[src/rtl/vga_timing_pkg.sv]
// Shared timing types, raster presets and total-length helpers for the video timing generator.
package vga_timing_pkg;

    typedef struct packed {
        int unsigned active;
        int unsigned front;
        int unsigned width;
        int unsigned back;
    } timing_t;

    typedef struct packed {
        timing_t h;
        timing_t v;
    } raster_t;

    typedef struct packed {
        logic hs;
        logic vs;
        logic de;
        logic ls;
        logic fs;
    } sync_flags_t;

    function automatic int unsigned htotal(input timing_t t);
        return t.active + t.front + t.width + t.back;
    endfunction

    function automatic int unsigned vtotal(input timing_t t);
        return t.active + t.front + t.width + t.back;
    endfunction

    localparam raster_t VGA_640x480 = '{
        h: '{active: 640, front: 16, width: 96, back: 48},
        v: '{active: 480, front: 10, width: 2,  back: 33}
    };

    localparam raster_t SVGA_800x600 = '{
        h: '{active: 800, front: 40, width: 128, back: 88},
        v: '{active: 600, front: 1,  width: 4,   back: 23}
    };

endpackage

[src/rtl/vga_timing_gen_sync_delay_line.sv]
// Enable-gated shift register with async reset; DEPTH=0 degenerates to a wire.
module sync_delay_line #(
    parameter int unsigned W       = 1,
    parameter int unsigned DEPTH   = 1,
    parameter logic [W-1:0] RST_VAL = '0
) (
    input  logic         clk,
    input  logic         rst,
    input  logic         en,
    input  logic [W-1:0] d,
    output logic [W-1:0] q
);

    generate
        if (DEPTH == 0) begin : g_pass
            logic unused_ctrl;
            assign unused_ctrl = ^{clk, rst, en};
            assign q = d;
        end else begin : g_shift
            logic [W-1:0] stages [DEPTH];

            always_ff @(posedge clk or posedge rst) begin
                if (rst) begin
                    for (int unsigned i = 0; i < DEPTH; i++) stages[i] <= RST_VAL;
                end else if (en) begin
                    stages[0] <= d;
                    for (int unsigned i = 1; i < DEPTH; i++) stages[i] <= stages[i-1];
                end
            end

            assign q = stages[DEPTH-1];
        end
    endgenerate

endmodule

[src/rtl/vga_timing_gen.sv]
// Free-running H/V raster counters with sync, display-enable and line/frame markers,
// delayed through an optional pipeline so they align with downstream pixel data.
module vga_timing_gen
    import vga_timing_pkg::*;
#(
    parameter int unsigned HACTIVE  = 640,
    parameter int unsigned HFRONT   = 16,
    parameter int unsigned HWIDTH   = 96,
    parameter int unsigned HBACK    = 48,
    parameter int unsigned VACTIVE  = 480,
    parameter int unsigned VFRONT   = 10,
    parameter int unsigned VWIDTH   = 2,
    parameter int unsigned VBACK    = 33,
    parameter logic        HS_POL   = 1'b0,
    parameter logic        VS_POL   = 1'b0,
    parameter int unsigned PIPE_DLY = 0,
    parameter int unsigned CNT_W    = 10
) (
    input  logic             CLK,
    input  logic             RST,
    input  logic             EN,
    output logic [CNT_W-1:0] HCNT,
    output logic [CNT_W-1:0] VCNT,
    output logic             VGA_HS,
    output logic             VGA_VS,
    output logic             DE,
    output logic             LINE_START,
    output logic             FRAME_START
);

    localparam timing_t     HT     = '{active: HACTIVE, front: HFRONT, width: HWIDTH, back: HBACK};
    localparam timing_t     VT     = '{active: VACTIVE, front: VFRONT, width: VWIDTH, back: VBACK};
    localparam int unsigned HTOTAL = htotal(HT);
    localparam int unsigned VTOTAL = vtotal(VT);

    generate
        if (HACTIVE == 0 || HWIDTH == 0 || VACTIVE == 0 || VWIDTH == 0) begin : g_err_zero
            $error("vga_timing_gen: ACTIVE and WIDTH parameters must be non-zero");
        end
        if (HBACK == 0 || VBACK == 0) begin : g_err_back
            $error("vga_timing_gen: back porch must be non-zero so sync ends before the wrap");
        end
        if (PIPE_DLY > 15) begin : g_err_dly
            $error("vga_timing_gen: PIPE_DLY must be 0..15");
        end
        if ((64'(1) << CNT_W) < 64'(HTOTAL) || (64'(1) << CNT_W) < 64'(VTOTAL)) begin : g_err_cnt
            $error("vga_timing_gen: CNT_W too small for HTOTAL/VTOTAL");
        end
    endgenerate

    localparam logic [CNT_W-1:0] H_ACT  = CNT_W'(HACTIVE);
    localparam logic [CNT_W-1:0] HS0    = CNT_W'(HACTIVE + HFRONT);
    localparam logic [CNT_W-1:0] HS_END = CNT_W'(HACTIVE + HFRONT + HWIDTH);
    localparam logic [CNT_W-1:0] H_LAST = CNT_W'(HTOTAL - 1);
    localparam logic [CNT_W-1:0] V_ACT  = CNT_W'(VACTIVE);
    localparam logic [CNT_W-1:0] VS0    = CNT_W'(VACTIVE + VFRONT);
    localparam logic [CNT_W-1:0] VS_END = CNT_W'(VACTIVE + VFRONT + VWIDTH);
    localparam logic [CNT_W-1:0] V_LAST = CNT_W'(VTOTAL - 1);

    logic        h_wrap;
    logic        v_wrap;
    logic        vs_q;
    logic        vs_next;
    sync_flags_t dec;
    sync_flags_t dly;

    assign h_wrap = (HCNT == H_LAST);
    assign v_wrap = (VCNT == V_LAST);

    always_ff @(posedge CLK or posedge RST) begin
        if (RST) begin
            HCNT <= '0;
            VCNT <= '0;
            vs_q <= 1'b0;
        end else if (EN) begin
            HCNT <= h_wrap ? '0 : HCNT + CNT_W'(1);
            if (h_wrap) VCNT <= v_wrap ? '0 : VCNT + CNT_W'(1);
            vs_q <= vs_next;
        end
    end

    // The next-state of the vs register is fed down the pipe instead of vs_q itself,
    // so VS travels with the hs decode of the same HCNT and both edges coincide.
    always_comb begin
        vs_next = vs_q;
        if (HCNT == HS0 && VCNT == VS0)         vs_next = 1'b1;
        else if (HCNT == HS0 && VCNT == VS_END) vs_next = 1'b0;

        dec    = '0;
        dec.hs = (HCNT >= HS0) && (HCNT < HS_END);
        dec.vs = vs_next;
        dec.de = (HCNT < H_ACT) && (VCNT < V_ACT);
        dec.ls = (HCNT == '0);
        dec.fs = (HCNT == '0) && (VCNT == '0);
    end

    sync_delay_line #(
        .W       ($bits(sync_flags_t)),
        .DEPTH   (PIPE_DLY),
        .RST_VAL ('0)
    ) u_delay (
        .clk (CLK),
        .rst (RST),
        .en  (EN),
        .d   (dec),
        .q   (dly)
    );

    always_ff @(posedge CLK or posedge RST) begin
        if (RST) begin
            VGA_HS      <= ~HS_POL;
            VGA_VS      <= ~VS_POL;
            DE          <= 1'b0;
            LINE_START  <= 1'b0;
            FRAME_START <= 1'b0;
        end else if (EN) begin
            VGA_HS      <= dly.hs ? HS_POL : ~HS_POL;
            VGA_VS      <= dly.vs ? VS_POL : ~VS_POL;
            DE          <= dly.de;
            LINE_START  <= dly.ls;
            FRAME_START <= dly.fs;
        end
    end

endmodule
[config.mk]
export PLATFORM = sky130hd
export DESIGN_NAME = vga_timing_gen
export DESIGN_NICKNAME = d
export VERILOG_FILES = /design/src/rtl/vga_timing_pkg.sv /design/src/rtl/vga_timing_gen_sync_delay_line.sv /design/src/rtl/vga_timing_gen.sv
export SDC_FILE = /design/constraint.sdc
export NUM_CORES = 1
export LEC_CHECK = 0
export ABC_AREA = 1
export CORE_ASPECT_RATIO = 1.1
export CORE_UTILIZATION = 30
export CTS_CLUSTER_DIAMETER = 30
export DETAILED_ROUTE_END_ITERATION = 7
export MAX_ROUTING_LAYER = met4
export PLACE_DENSITY_LB_ADDON = 0.3
export SYNTH_ARGS = -nofsm -noshare
export SYNTH_HDL_FRONTEND = slang
export SYNTH_SLANG_ARGS = --single-unit
export TNS_END_PERCENT = 30
[constraint.sdc]
create_clock -name CLK -period 1.55 [get_ports CLK]
set_clock_uncertainty 0.05 [all_clocks]
set_input_delay 0.155 -clock CLK [delete_from_list [all_inputs] [get_ports CLK]]
set_output_delay 0.155 -clock CLK [all_outputs]
set_load 0.01 [all_outputs]
# After elaboration in Yosys (flattened, before gate mapping)
# Cells that the tools add are included.
[word_totals]
regBits = 26
input_bits = 3
output_inout_bits = 25
wordCells = 33
[op_classes]
add_sub_neg = 2
n_lt_le_gt_ge = 4
n_eq_ne = 5
muxes = 6
n_reduce_logical = 8
[op_table]
columns = ["cell", "count"]
rows = [
  ["$eq A10 B10 Y1 const B", 3],
  ["$add A10 B1 Y10 const B", 2],
  ["$eq A10 B9 Y1 const B", 2],
  ["$logic_not A10 Y1", 2],
  ["$lt A10 B10 Y1 const B", 2],
  ["$mux W10", 2],
  ["$ge A10 B10 Y1 const B", 1],
  ["$lt A10 B9 Y1 const B", 1],
  ["$logic_and A1 B1 Y1", 5],
  ["$mux W1", 4],
  ["$reduce_and A2 Y1", 1],
]

# Longest topological paths before layout
[logic_depth]
word_depth = 5
mapped_depth = 11
ltp_nobuf = 11

# Cells and area by module
# A second synthesis with hierarchy kept.
[hier_totals]
hier_cells = 216
hier_area_um2 = 1620.3
[modules_own_cells]
columns = ["mod", "n_inst", "cells_per_inst", "area_per_inst_um2", "seq_area_each_um2"]
rows = [
  ["vga_timing_gen", 1, 211, 1582.8, 653.1],
  ["sync_delay_line", 1, 5, 37.5, 0.0],
]

# Worst setup path after synthesis
# OpenSTA, ideal clock, no wires.
[synth_timing]
kind = "register to register"
from = "reg VCNT[0]"
to = "reg VCNT[3]"
setup_time_ps = 119
arrival_time_ps = 1269
required_ps = 1381
slack_ps = 112
stages_incl_launch_ff = 9
n_path_buf = 0
period_less_slack_ps = 1438
cell_sequence = "dfrtp_1 > inv_1 > ha_1 > inv_1 > nor2_1 > nand2_1 > nor2_1 > o21ai_0 > o21a_1"
[synth_between]
elab_chain_cells = 2
elab_cells_between_ends = 3
classes_between = "add/sub: 1; eq/ne: 1; mux: 1"
[synth_rtl]
columns = ["item", "line_no", "source"]
rows = [
  ["start, declared", "vga_timing_gen.sv:23", "output logic [CNT_W-1:0] VCNT,"],
  ["start signal, assigned", "vga_timing_gen.sv:77", "if (h_wrap) VCNT <= v_wrap ? '0 : VCNT + CNT_W'(1);"],
  ["$add A10 B1 Y10 or $eq A10 B10 Y1 (tied branches)", "vga_timing_gen.sv:77, vga_timing_gen.sv:68", ""],
  ["$mux W10 (*)", "vga_timing_gen.sv:77", ""],
]
# Every way passes the cells marked *; elsewhere a longest branch is shown, timed or not.
# A chain may end at the register's enable or synchronous reset.

# Final worst setup path
[layout_timing]
from = "reg VCNT[9]"
to = "out VCNT[9]"
# No word-level cell between the ends.

==> out/metrics.cfg <==
[clock_network]
max_h_tree_level = 1
cts_root_buf = sky130_fd_sc_hd__clkbuf_8
tritoncts_num_sinks = 26
cts-hold-fix-buffers = 0
clk_latency_ns = 0.27
cts_buffers = 3
path_clk_slew_ns = 0.10
tritoncts = yes
clock_tree.buffer_depth = 2

[synth]
post_synth_instance_area_um2 = 1580
yosysUniqueCellTypes = 26
ys_ff_latch = 26
synth_fp_nets = 213
postSynthCellCount = 205
ys_warnings = 0
average_size_of_a_mapped_cell_um2 = 7.70
synth-seq-area-share = 0.414

[final_layout]
layout.cells.most_common = sky130_fd_sc_hd__nand2_1
instances_no_fill = 306
commonest_cells_after_routing_fill_and_taps_aside = 40 x sky130_fd_sc_hd__nand2_1, 33 x sky130_fd_sc_hd__nor2_1, 22 x sky130_fd_sc_hd__inv_1
share_of_layout_cells_above_drive_strength_1 = 0.238
design.final.nets = 257
filler_cell_count = 519
area.growth.synth_to_final_pct = 35.9
post-route-util = 0.426
antenna_cells = 0

[run_status]
outcome = completed

[power]
power.share.combinational = 0.314
seq_power_share = 0.419
vdd.ir_drop.worst_uv = 561
p_int_mw = 1.44
power_density_nw_per_um2 = 1020
switchingPower_mw = 0.745
power_switching_share = 0.342
total_leakage_power_nw = 1.01
clock_power_share = 0.267

[timing]
tightestPinTransition_ns = 0.343
fin_crit_sh = 0.996
setup_repair_after_global_routing_missed_its_margin = true
max_freq_ghz = 0.648
clock_period_minus_final_worst_setup_slack_ns = 1.54
fin_tns_setup_ns = 0
slew_headroom = 0.771
setup_viol_count_final = 0
worst_hold_slack_ns = 0.170
report.final.hold_viol_count = 0
timing.final.max_slew_violations = 0

[die]
chipWidth_um = 71.2
core-area_um2 = 5030
floorplan.io_pins = 28
initial_core_utilization = 0.314
rows = 27
die_area_um2 = 5560
chipHeight_um = 78.1

[setup_path]
regToRegEndpoint = VCNT[5]$_DFFE_PP0P_
signal_arrival_time_at_the_worst_endpoint_ns = 1.34
worst-path-buf-inv = 1
path_delay_family = buffers and inverters
startpoint_type_of_the_worst_setup_path = register
timing.reg2reg.worst_path_depth = 7
worstPathMaxFanout = 6
worst_reg2reg_setup_slack_ns = 0.03
timing.critical_path.cells = clkdlybuf4s50_1
cp_slowest_stage_delay_ns = 0.59
worst-setup-path-type = register to output port
critical_path.endpoint_type = output port
reg2reg_from = HCNT[1]$_DFFE_PP0P_
worst-path-stages = 1
critical-path-slowest-cell = sky130_fd_sc_hd__clkdlybuf4s50_1
required_ns = 1.34

[placement]
gp_routability_congestion = 0.826
dp_cells = 301
hpwlAfterDp_um = 2820
portBuffers = 27

[global_routing]
grt.overflow.total = 0
grt_first_pass_wirelength_um = 6500
via_count_of_the_first_global_routing_pass = 1474
track_usage = 0.150
pin_count_of_the_biggest_net_entering_global_routing = 27
initial_antenna_violation_count = 0

[routing]
drt_drc_violations_left = 0
routed_wirelength_um = 3760
route.detailed.vias_per_inst = 4.71
drt_pre_antenna_iters = 6
drt.antenna.violating_nets = 0
routedWlPerCell_um = 12.3
dr.first_iter.drc_count = 65
vias = 1441

[min_path]
min_path_type = input pin to asynchronous set/reset pin

[run]
max-cap-violations = 0

flip-flops by register name, summed over array words and instances (netlist names):
signal	cells
VCNT	10
LINE_START	1
DE	1
FRAME_START	1
VGA_HS	1
vs_q	1
HCNT	10
VGA_VS	1
repair_timing:
item | 4_1_cts | 5_1_grt
buffers inserted | 0 | 1
gates resized for setup | 10 | 22
endpoints found under the setup margin | 11 | 22
pin swaps | 1 | 8
gates cloned | 0 | 0
power by group through the flow:
stage                     Combinational, mW  Sequential, mW  Clock (mW)
after floorplan                       0.346           0.941           0
after global placement                0.676           0.913           0
after detailed placement              0.671           0.916           0
after CTS                             0.663           0.910       0.593
after global routing                  0.754           0.937       0.623
final                                 0.686           0.914       0.581
final cells by class:
cell class | instances | area [µm²] | area share
tap | 58 | 72.6 | 0.0338
clock buffer | 3 | 41.3 | 0.0192
clock inverter | 1 | 30.0 | 0.0140
inverter | 27 | 104 | 0.0484
multi-input combinational | 150 | 855 | 0.398
timing repair buffer | 41 | 382 | 0.178
sequential | 26 | 662 | 0.308
cell usage after synthesis:
library cell,instances,share of area
sky130_fd_sc_hd__nand2_1,41,0.097
sky130_fd_sc_hd__nor2_1,36,0.086
sky130_fd_sc_hd__dfrtp_1,24,0.38
sky130_fd_sc_hd__inv_1,24,0.057
sky130_fd_sc_hd__nand3_1,15,0.048
sky130_fd_sc_hd__o21ai_0,9,0.029
sky130_fd_sc_hd__a21oi_1,6,0.019
sky130_fd_sc_hd__nor3_1,6,0.019
sky130_fd_sc_hd__ha_1,5,0.040
sky130_fd_sc_hd__nand4_1,5,0.020
sky130_fd_sc_hd__nor2_2,5,0.020
sky130_fd_sc_hd__xor2_1,5,0.028
sky130_fd_sc_hd__inv_2,3,0.0071
sky130_fd_sc_hd__nand2_2,3,0.012
sky130_fd_sc_hd__nor2_4,3,0.021
sky130_fd_sc_hd__buf_6,2,0.014
sky130_fd_sc_hd__dfstp_2,2,0.033
sky130_fd_sc_hd__nand3_2,2,0.013
sky130_fd_sc_hd__o21a_1,2,0.0095
sky130_fd_sc_hd__a31oi_1,1,0.0040
sky130_fd_sc_hd__and2_1,1,0.0040
sky130_fd_sc_hd__nand2_4,1,0.0071
sky130_fd_sc_hd__nand4_4,1,0.013
sky130_fd_sc_hd__nor3_4,1,0.010
sky130_fd_sc_hd__or2_2,1,0.0040
sky130_fd_sc_hd__xnor2_1,1,0.0055
how the worst max path moves through the flow:
| stage | startpoint | endpoint | slack, ns |
|---|---|---|---|
| after floorplan | VCNT[0]$_DFFE_PP0P_ | VCNT[3]$_DFFE_PP0P_ | 0.11 |
| after global placement | EN | VCNT[4]$_DFFE_PP0P_ | -0.09 |
| after detailed placement | EN | HCNT[8]$_DFFE_PP0P_ | -0.14 |
| after CTS | VCNT[0]$_DFFE_PP0P_ | VCNT[0] | 0.002 |
| after global routing | HCNT[0]$_DFFE_PP0P_ | VCNT[5]$_DFFE_PP0P_ | -0.09 |
| final | VCNT[9]$_DFFE_PP0P_ | VCNT[9] | 0.006 |
through the flow:
step	total power [mW]	setup slack [ns]	area, µm²
floorplan	1.29	0.112	1580
global placement	1.59	-0.0870	2000
detailed placement	1.59	-0.139	2000
CTS	2.17	0.00151	2070
global route	2.31	-0.0870	2150
finish	2.18	0.00616	2150
metal layers:
metal,GRT usage,up-vias,share of wire
li1,-,733,-
met4,0.0500,0,0.019
met5,-,-,0
met1,0.179,669,0.46
met2,0.258,31,0.49
met3,0.0205,8,0.027
logic make-up after synthesis:
group	synth area share
AND/OR/NAND/NOR	0.374
buffers and inverters	0.0784
flip-flops	0.414
AO/OA/AOI/OAI	0.0610
XOR/XNOR	0.0333
adder cells (fa/ha/maj)	0.0396
No activity file was read; power rests on OpenSTA's default activity.
